`config.mk`:
```
export PLATFORM = sky130hd
export DESIGN_NAME = aq_shift_reg_flat
export DESIGN_NICKNAME = d
export VERILOG_FILES = /design/src/rtl/aq_shift_reg_if.sv /design/src/rtl/aq_shift_reg.sv /design/src/flat_wrapper.sv
export SDC_FILE = /design/constraint.sdc
export NUM_CORES = 1
export LEC_CHECK = 0
export ABC_AREA = 1
export CORE_ASPECT_RATIO = 1.25
export CORE_MARGIN = 4
export CORE_UTILIZATION = 40
export DETAILED_ROUTE_END_ITERATION = 12
export PLACE_DENSITY = 0.72
export SETUP_SLACK_MARGIN = 0.3
export SKIP_CTS_REPAIR_TIMING = 1
export SLEW_MARGIN = 20
export SYNTH_ARGS = -nofsm -noshare
export SYNTH_HDL_FRONTEND = slang
export SYNTH_SLANG_ARGS = --single-unit
```
`constraint.sdc`:
```
create_clock -name clk -period 3.69 [get_ports clk]
set_input_delay 0.738 -clock clk [delete_from_list [all_inputs] [get_ports clk]]
set_output_delay 0.738 -clock clk [all_outputs]
set_load 0.01 [all_outputs]
```
`src/rtl/aq_shift_reg_if.sv`:
```
// Bus interface for the A/Q shift register: load, step control and result.
// Controller/datapath side uses master; the register block uses slave.
interface aq_shift_reg_if #(
  parameter int unsigned WIDTH = 32,
  parameter int unsigned STEPS = WIDTH
);
  localparam int unsigned CW = $clog2(STEPS + 1);
  localparam int unsigned DW = 2 * WIDTH;

  logic          load_en;
  logic [DW-1:0] load_data;
  logic          start;
  logic          op;
  logic          a_wr_en;
  logic [WIDTH-1:0] a_wr_data;
  logic          q0_in;
  logic          out_en;
  logic [DW-1:0] out;
  logic          q_m1;
  logic          busy;
  logic          done;
  logic [CW-1:0] count;

  modport master (
    output load_en, load_data, start, op, a_wr_en, a_wr_data, q0_in, out_en,
    input  out, q_m1, busy, done, count
  );

  modport slave (
    input  load_en, load_data, start, op, a_wr_en, a_wr_data, q0_in, out_en,
    output out, q_m1, busy, done, count
  );
endinterface

```
`src/rtl/aq_shift_reg.sv`:
```
// A/Q register pair for the iterative multiplier/divider datapath.
// Holds {A,Q}, supports parallel load, per-step A writeback, and either an
// arithmetic right shift (Booth multiply, with Q[-1]) or a left shift with
// quotient-bit insert (restoring divide). A step counter runs STEPS
// iterations and pulses done on the last one.
// Optional macro AQ_TRISTATE_EN: out floats to 'z when out_en=0 instead of 0.
module aq_shift_reg #(
  parameter int unsigned WIDTH = 32,
  parameter int unsigned STEPS = WIDTH
) (
  input  logic clk,
  input  logic reset,
  aq_shift_reg_if.slave bus
);
  localparam int unsigned CW = $clog2(STEPS + 1);
  localparam int unsigned DW = 2 * WIDTH;

  typedef enum logic {
    S_IDLE = 1'b0,
    S_RUN  = 1'b1
  } state_t;

  state_t          r_state;
  state_t          w_state_nxt;
  logic [DW-1:0]   r_aq;
  logic [DW-1:0]   w_aq_nxt;
  logic            r_qm1;
  logic            w_qm1_nxt;
  logic [CW-1:0]   r_count;
  logic [CW-1:0]   w_count_nxt;
  logic            r_op;
  logic            w_op_nxt;
  logic            r_done;
  logic            w_done_nxt;
  logic [DW-1:0]   w_merge;
  logic            w_last;

  // A is optionally replaced by the datapath result before the shift
  assign w_merge = {(bus.a_wr_en ? bus.a_wr_data : r_aq[DW-1:WIDTH]), r_aq[WIDTH-1:0]};
  assign w_last  = (r_count == CW'(STEPS - 1));

  // Next-state and datapath update: load > start (idle) > step > hold
  always_comb begin
    w_state_nxt = r_state;
    w_aq_nxt    = r_aq;
    w_qm1_nxt   = r_qm1;
    w_count_nxt = r_count;
    w_op_nxt    = r_op;
    w_done_nxt  = 1'b0;

    if (bus.load_en) begin
      w_aq_nxt    = bus.load_data;
      w_qm1_nxt   = 1'b0;
      w_count_nxt = '0;
      w_state_nxt = S_IDLE;
    end else begin
      case (r_state)
        S_IDLE: begin
          if (bus.start) begin
            w_state_nxt = S_RUN;
            w_op_nxt    = bus.op;
            w_count_nxt = '0;
          end
        end
        S_RUN: begin
          if (!r_op) begin
            w_aq_nxt  = {w_merge[DW-1], w_merge[DW-1:1]};
            w_qm1_nxt = w_merge[0];
          end else begin
            w_aq_nxt  = {w_merge[DW-2:0], bus.q0_in};
          end
          w_count_nxt = r_count + CW'(1);
          if (w_last) begin
            w_state_nxt = S_IDLE;
            w_done_nxt  = 1'b1;
          end
        end
        default: w_state_nxt = S_IDLE;
      endcase
    end
  end

  // State and datapath registers
  always_ff @(posedge clk or negedge reset) begin
    if (!reset) begin
      r_state <= S_IDLE;
      r_aq    <= '0;
      r_qm1   <= 1'b0;
      r_count <= '0;
      r_op    <= 1'b0;
      r_done  <= 1'b0;
    end else begin
      r_state <= w_state_nxt;
      r_aq    <= w_aq_nxt;
      r_qm1   <= w_qm1_nxt;
      r_count <= w_count_nxt;
      r_op    <= w_op_nxt;
      r_done  <= w_done_nxt;
    end
  end

  assign bus.q_m1  = r_qm1;
  assign bus.busy  = (r_state == S_RUN);
  assign bus.done  = r_done;
  assign bus.count = r_count;

  // Result bus gate: out_en acts combinationally
`ifdef AQ_TRISTATE_EN
  assign bus.out = bus.out_en ? r_aq : {DW{1'bz}};
`else
  assign bus.out = bus.out_en ? r_aq : '0;
`endif

endmodule

```
`src/flat_wrapper.sv`:
```
// flat-port wrapper written by rule: the top's interface ports become plain ports
module aq_shift_reg_flat 
#(
  parameter int unsigned WIDTH = 32,
  parameter int unsigned STEPS = WIDTH
)
  (clk, reset, bus_load_en, bus_load_data, bus_start, bus_op, bus_a_wr_en, bus_a_wr_data, bus_q0_in, bus_out_en, bus_out, bus_q_m1, bus_busy, bus_done, bus_count);
  aq_shift_reg_if #(.WIDTH(WIDTH), .STEPS(STEPS)) bus_i ();
  input  logic clk;
  input  logic reset;
  input wire logic [$bits(bus_i.load_en)-1:0] bus_load_en;
  input wire logic [$bits(bus_i.load_data)-1:0] bus_load_data;
  input wire logic [$bits(bus_i.start)-1:0] bus_start;
  input wire logic [$bits(bus_i.op)-1:0] bus_op;
  input wire logic [$bits(bus_i.a_wr_en)-1:0] bus_a_wr_en;
  input wire logic [$bits(bus_i.a_wr_data)-1:0] bus_a_wr_data;
  input wire logic [$bits(bus_i.q0_in)-1:0] bus_q0_in;
  input wire logic [$bits(bus_i.out_en)-1:0] bus_out_en;
  output wire logic [$bits(bus_i.out)-1:0] bus_out;
  output wire logic [$bits(bus_i.q_m1)-1:0] bus_q_m1;
  output wire logic [$bits(bus_i.busy)-1:0] bus_busy;
  output wire logic [$bits(bus_i.done)-1:0] bus_done;
  output wire logic [$bits(bus_i.count)-1:0] bus_count;
  assign bus_i.load_en = bus_load_en;
  assign bus_i.load_data = bus_load_data;
  assign bus_i.start = bus_start;
  assign bus_i.op = bus_op;
  assign bus_i.a_wr_en = bus_a_wr_en;
  assign bus_i.a_wr_data = bus_a_wr_data;
  assign bus_i.q0_in = bus_q0_in;
  assign bus_i.out_en = bus_out_en;
  assign bus_out = bus_i.out;
  assign bus_q_m1 = bus_i.q_m1;
  assign bus_busy = bus_i.busy;
  assign bus_done = bus_i.done;
  assign bus_count = bus_i.count;
  aq_shift_reg #(.WIDTH(WIDTH), .STEPS(STEPS)) u_core (.clk(clk), .reset(reset), .bus(bus_i));
endmodule
```
## Word level (Yosys, flattened, before mapping)

Cells that the tools add are included.

| storage, ports and cells | value |
|---|---|
| output and inout bits | 73 |
| input port bits | 104 |
| register bits | 74 |
| word-level logic and storage cells | 33 |

| operators by class | value |
|---|---|
| reduce and logical (&&, ||, !) cells | 3 |
| mux-type cells | 18 |
| eq/ne operators | 3 |
| bitwise gates (word level) | 2 |
| add/subtract/negate cells | 1 |

Operators with widths:

| operator | count |
|---|---|
| two-way mux 64 bit | 4 |
| two-way mux 32 bit | 1 |
| two-way mux 6 bit | 2 |
| case mux 6 bit (2 select lines) | 1 |
| two-way mux 1 bit | 9 |
| adder 6 x 1 -> 6 bit (second input constant) | 1 |
| == test 6 x 5 -> 1 bit (second input constant) | 1 |
| != test 3 bit (second input constant) | 1 |
| AND reduction 3 bit | 1 |
| != test 2 bit (second input constant) | 1 |
| inverter 1 bit | 2 |
| case mux 1 bit (2 select lines) | 1 |
| AND reduction 2 bit | 1 |
| nonzero test 2 bit | 1 |

## Longest topological paths before layout

| depth | value |
|---|---|
| depth in word-level cells | 4 |
| gate-level depth with buffers | 9 |
| gate-level depth less buffers | 7 |

## Worst setup path before layout

OpenSTA, ideal clock, no wires.

| path | value |
|---|---|
| path kind | input to output |
| start point | input port bus_out_en |
| end point | output port bus_out[10] |
| path buffers | 2 |
| arrival time | 1,436 ps |
| setup slack | 1,516 ps |
| stages on the path | 4 |
| cell sequence | clkbuf_1 -> buf_1 -> nand2_1 -> inv_1 |

| on the way | value |
|---|---|
| longest elaborated chain between the ends | 1 |

Ends and longest elaborated chain:

| element | line | RTL |
|---|---|---|
| start, declared | flat_wrapper.sv:18 | `input wire logic [$bits(bus_i.out_en)-1:0] bus_out_en;` |
| two-way mux 64 bit | aq_shift_reg.sv:111 | `assign bus.out = bus.out_en ? r_aq : '0;` |
| end, declared | flat_wrapper.sv:19 | `output wire logic [$bits(bus_i.out)-1:0] bus_out;` |

Every way passes these cells.

## Worst setup path in the final report

| path | value |
|---|---|
| start point | input port bus_out_en |
| end point | output port bus_out[34] |

Same word-level chain as after synthesis.

==> results.cfg <==
[status]
status = completed

[timing]
rsz0062_at_grt = no
finalCritPeriodShare_pct = 77.9
min_period_ns = 2.87
tns_ns = 0
setup_viol = 0
max_clock_freq_mhz = 348
slew_viol_final = 0
layout_setup_ws_ns = 0.816
final-hold-violation-count = 0
skew_ns = 0.00704
worst_pin_slew_ns = 1.07
slew_headroom_pct = 28.8

[critical_path]
cp.arrival_ns = 2.14
cp_cell_sequence = buf_2 > buf_12 > nand2_1 > inv_1 > clkdlybuf4s50_1
r2r-end = u_core.r_aq[26]$_DFFE_PN0P_
end_kind = output pin
cp-start-kind = input port
r2r_cells = 5
cp_slowest_cell = clkdlybuf4s50_1
reg2reg_from = u_core.r_op$_DFFE_PN0P_
slowest_delay_ns = 0.53
worst-r2r-setup-slack_ns = 1.18
crit_type = in2out
critPathBufInv = 4
cp_max_fo = 37
cp_top_family = buffers and inverters
critical_path_required_ns = 2.95

[drt]
antenna_left = 0
drt_iter0_drc = 365
vias = 5274
wl_per_cell_um = 14.3
wl_um = 15200
first_pass_iters = 5
routed_via_density = 4.95
drc = 0

[run]
max_cap_violations = 0

[clocking]
clk_pin_slew_ns = 0.06
clock-root-buffer = clkbuf_16
cts_sinks = 74
max-clock-path-buffers = 2
cts_tree = built
htree_num_levels = 3
clock_latency_ns = 0.34
cts_buffers = 9

[yosys]
syn_inst = 751
synthesis.area_mm2 = 0.00481
ys_seq_area_share_pct = 38.5
synth-seq-cells = 74
syn_area_per_cell_um2 = 6.41
syn-num-nets = 856
synth_top_area_share_pct = 38.5
synth_cell_types = 24
yosysWarnings = 0
yosys.area.top_type = dfrtp_1
synth_area_leaders = dfrtp_1 (38%), nand2_1 (23%), inv_1 (7.6%)

[global_routing]
grt_max_degree = 75
grt_use_total_pct = 22.2
grt_pass1_wl_um = 24800
grt_pass1_vias = 5051
antenna_found_initial = 0
grt_overflow_total = 0

[die]
core_mm2 = 0.0117
pin_count = 177
die_area_mm2 = 0.0139
rows = 44
die_x_um = 106
initial_core_util_pct = 41.2
die_y_um = 131

[placed_design]
pre_cts_slack_ns = 0.815
io_buffers = 176
placed_area_mm2 = 0.00663
gp_congestion = 0.811
dp_hpwl_um = 10700
dp.cells = 1050

[cells_and_area]
nets = 1005
mostFrequentLayoutCell = nand2_1
n_fill_cell = 1130
area_growth_pct = 44.4
regArea_mm2 = 0.00185
fin_area_mm2 = 0.00695
drive_gt1_share_pct = 4.97
mostFrequentLayoutCells = nand2_1 (295), clkdlybuf4s50_1 (173), inv_1 (97), dfrtp_1 (74)
fin_cells = 1066
multiInputGateArea_mm2 = 0.00236
num_antenna_cells = 0

[worst_hold_path]
holdPathStages = 2
min_path_type = reg2reg
hp-start = u_core.bus.q_m1$_DFFE_PN0P_
min_to = u_core.bus.q_m1$_DFFE_PN0P_

[power_and_ir_drop]
power.leakage_nw = 3.50
power_density_mw_per_mm2 = 402
ir_drop_uv = 215
-- flip-flops by register name (all words and copies together), names as in the netlist --
register          flops
u_core.r_op           1
u_core.bus.busy       1
u_core.bus.done       1
u_core.bus.q_m1       1
u_core.r_aq          64
u_core.bus.count      6
-- cell type report --
class	instances	area share (%)
well taps	161	2.90
repair buffers	185	26.5
clock buffers	10	3.29
inverters	101	5.45
multi-input cells	529	33.9
clock inverters	6	1.30
flip-flops and latches	74	26.6
-- cell usage after synthesis --
cell type,n
inv_2,4
buf_1,5
nor2_1,38
o21ai_1,4
a31oi_1,29
or2_2,10
buf_4,7
a21oi_1,57
nor4_1,1
nand4_1,2
or2_1,5
nor2_4,1
dfrtp_1,74
buf_2,25
a22oi_1,15
ha_1,1
nand2_2,1
inv_1,97
o21ai_0,10
nor2_2,2
nand3_1,57
nand2_1,295
a22o_1,1
clkbuf_1,10
-- logic make-up after synthesis --
group / Yosys count / synth area share (%)
AND/OR/NAND/NOR: 412 / 34.9
buffers and inverters: 148 / 12.7
flip-flops: 74 / 38.5
AO/OA/AOI/OAI: 116 / 13.7
adder cells (fa/ha/maj): 1 / 0.260
-- metrics by stage --
stage / hold WS, ns / power, mW / utilization [%]
global route: 0.528 / 2.97 / 59.6
global placement: 0.486 / 1.86 / 56.8
floorplan: 0.442 / 1.47 / -
finish: 0.498 / 2.80 / 59.6
CTS: 0.501 / 2.82 / 59.6
detailed placement: 0.488 / 1.87 / 56.8
-- metal layers --
metal,global-route usage [%],part of all wire [%]
met3,4.82,5.9
met1,27.6,44
met5,0,0
met4,7.39,2.1
met2,38.4,48
-- worst max path at each step --
stage / start / end / slack (ns) / depth (start not counted)
2_1_floorplan: bus_out_en / bus_out[10] / 1.52 / 4
3_3_place_gp: bus_out_en / bus_out[23] / 0.83 / 5
3_5_place_dp: bus_out_en / bus_out[31] / 0.81 / 5
4_1_cts: bus_out_en / bus_out[31] / 0.81 / 5
5_1_grt: bus_out_en / bus_out[25] / 0.68 / 5
6_report: bus_out_en / bus_out[34] / 0.82 / 5
-- worst register-to-register path: stages (launching register included) --
cell and delay [ns]:
dfrtp_1 0.75, inv_2 0.33, nor2_4 0.67, buf_4 0.38, nand2_1 0.09, a31oi_1 0.20
-- power breakdown --
part           switching (mW)  internal (mW)
Combinational           0.400          0.394
Clock                   0.348          0.594
Sequential              0.130          0.930
Power figures use the tool's default switching activity.
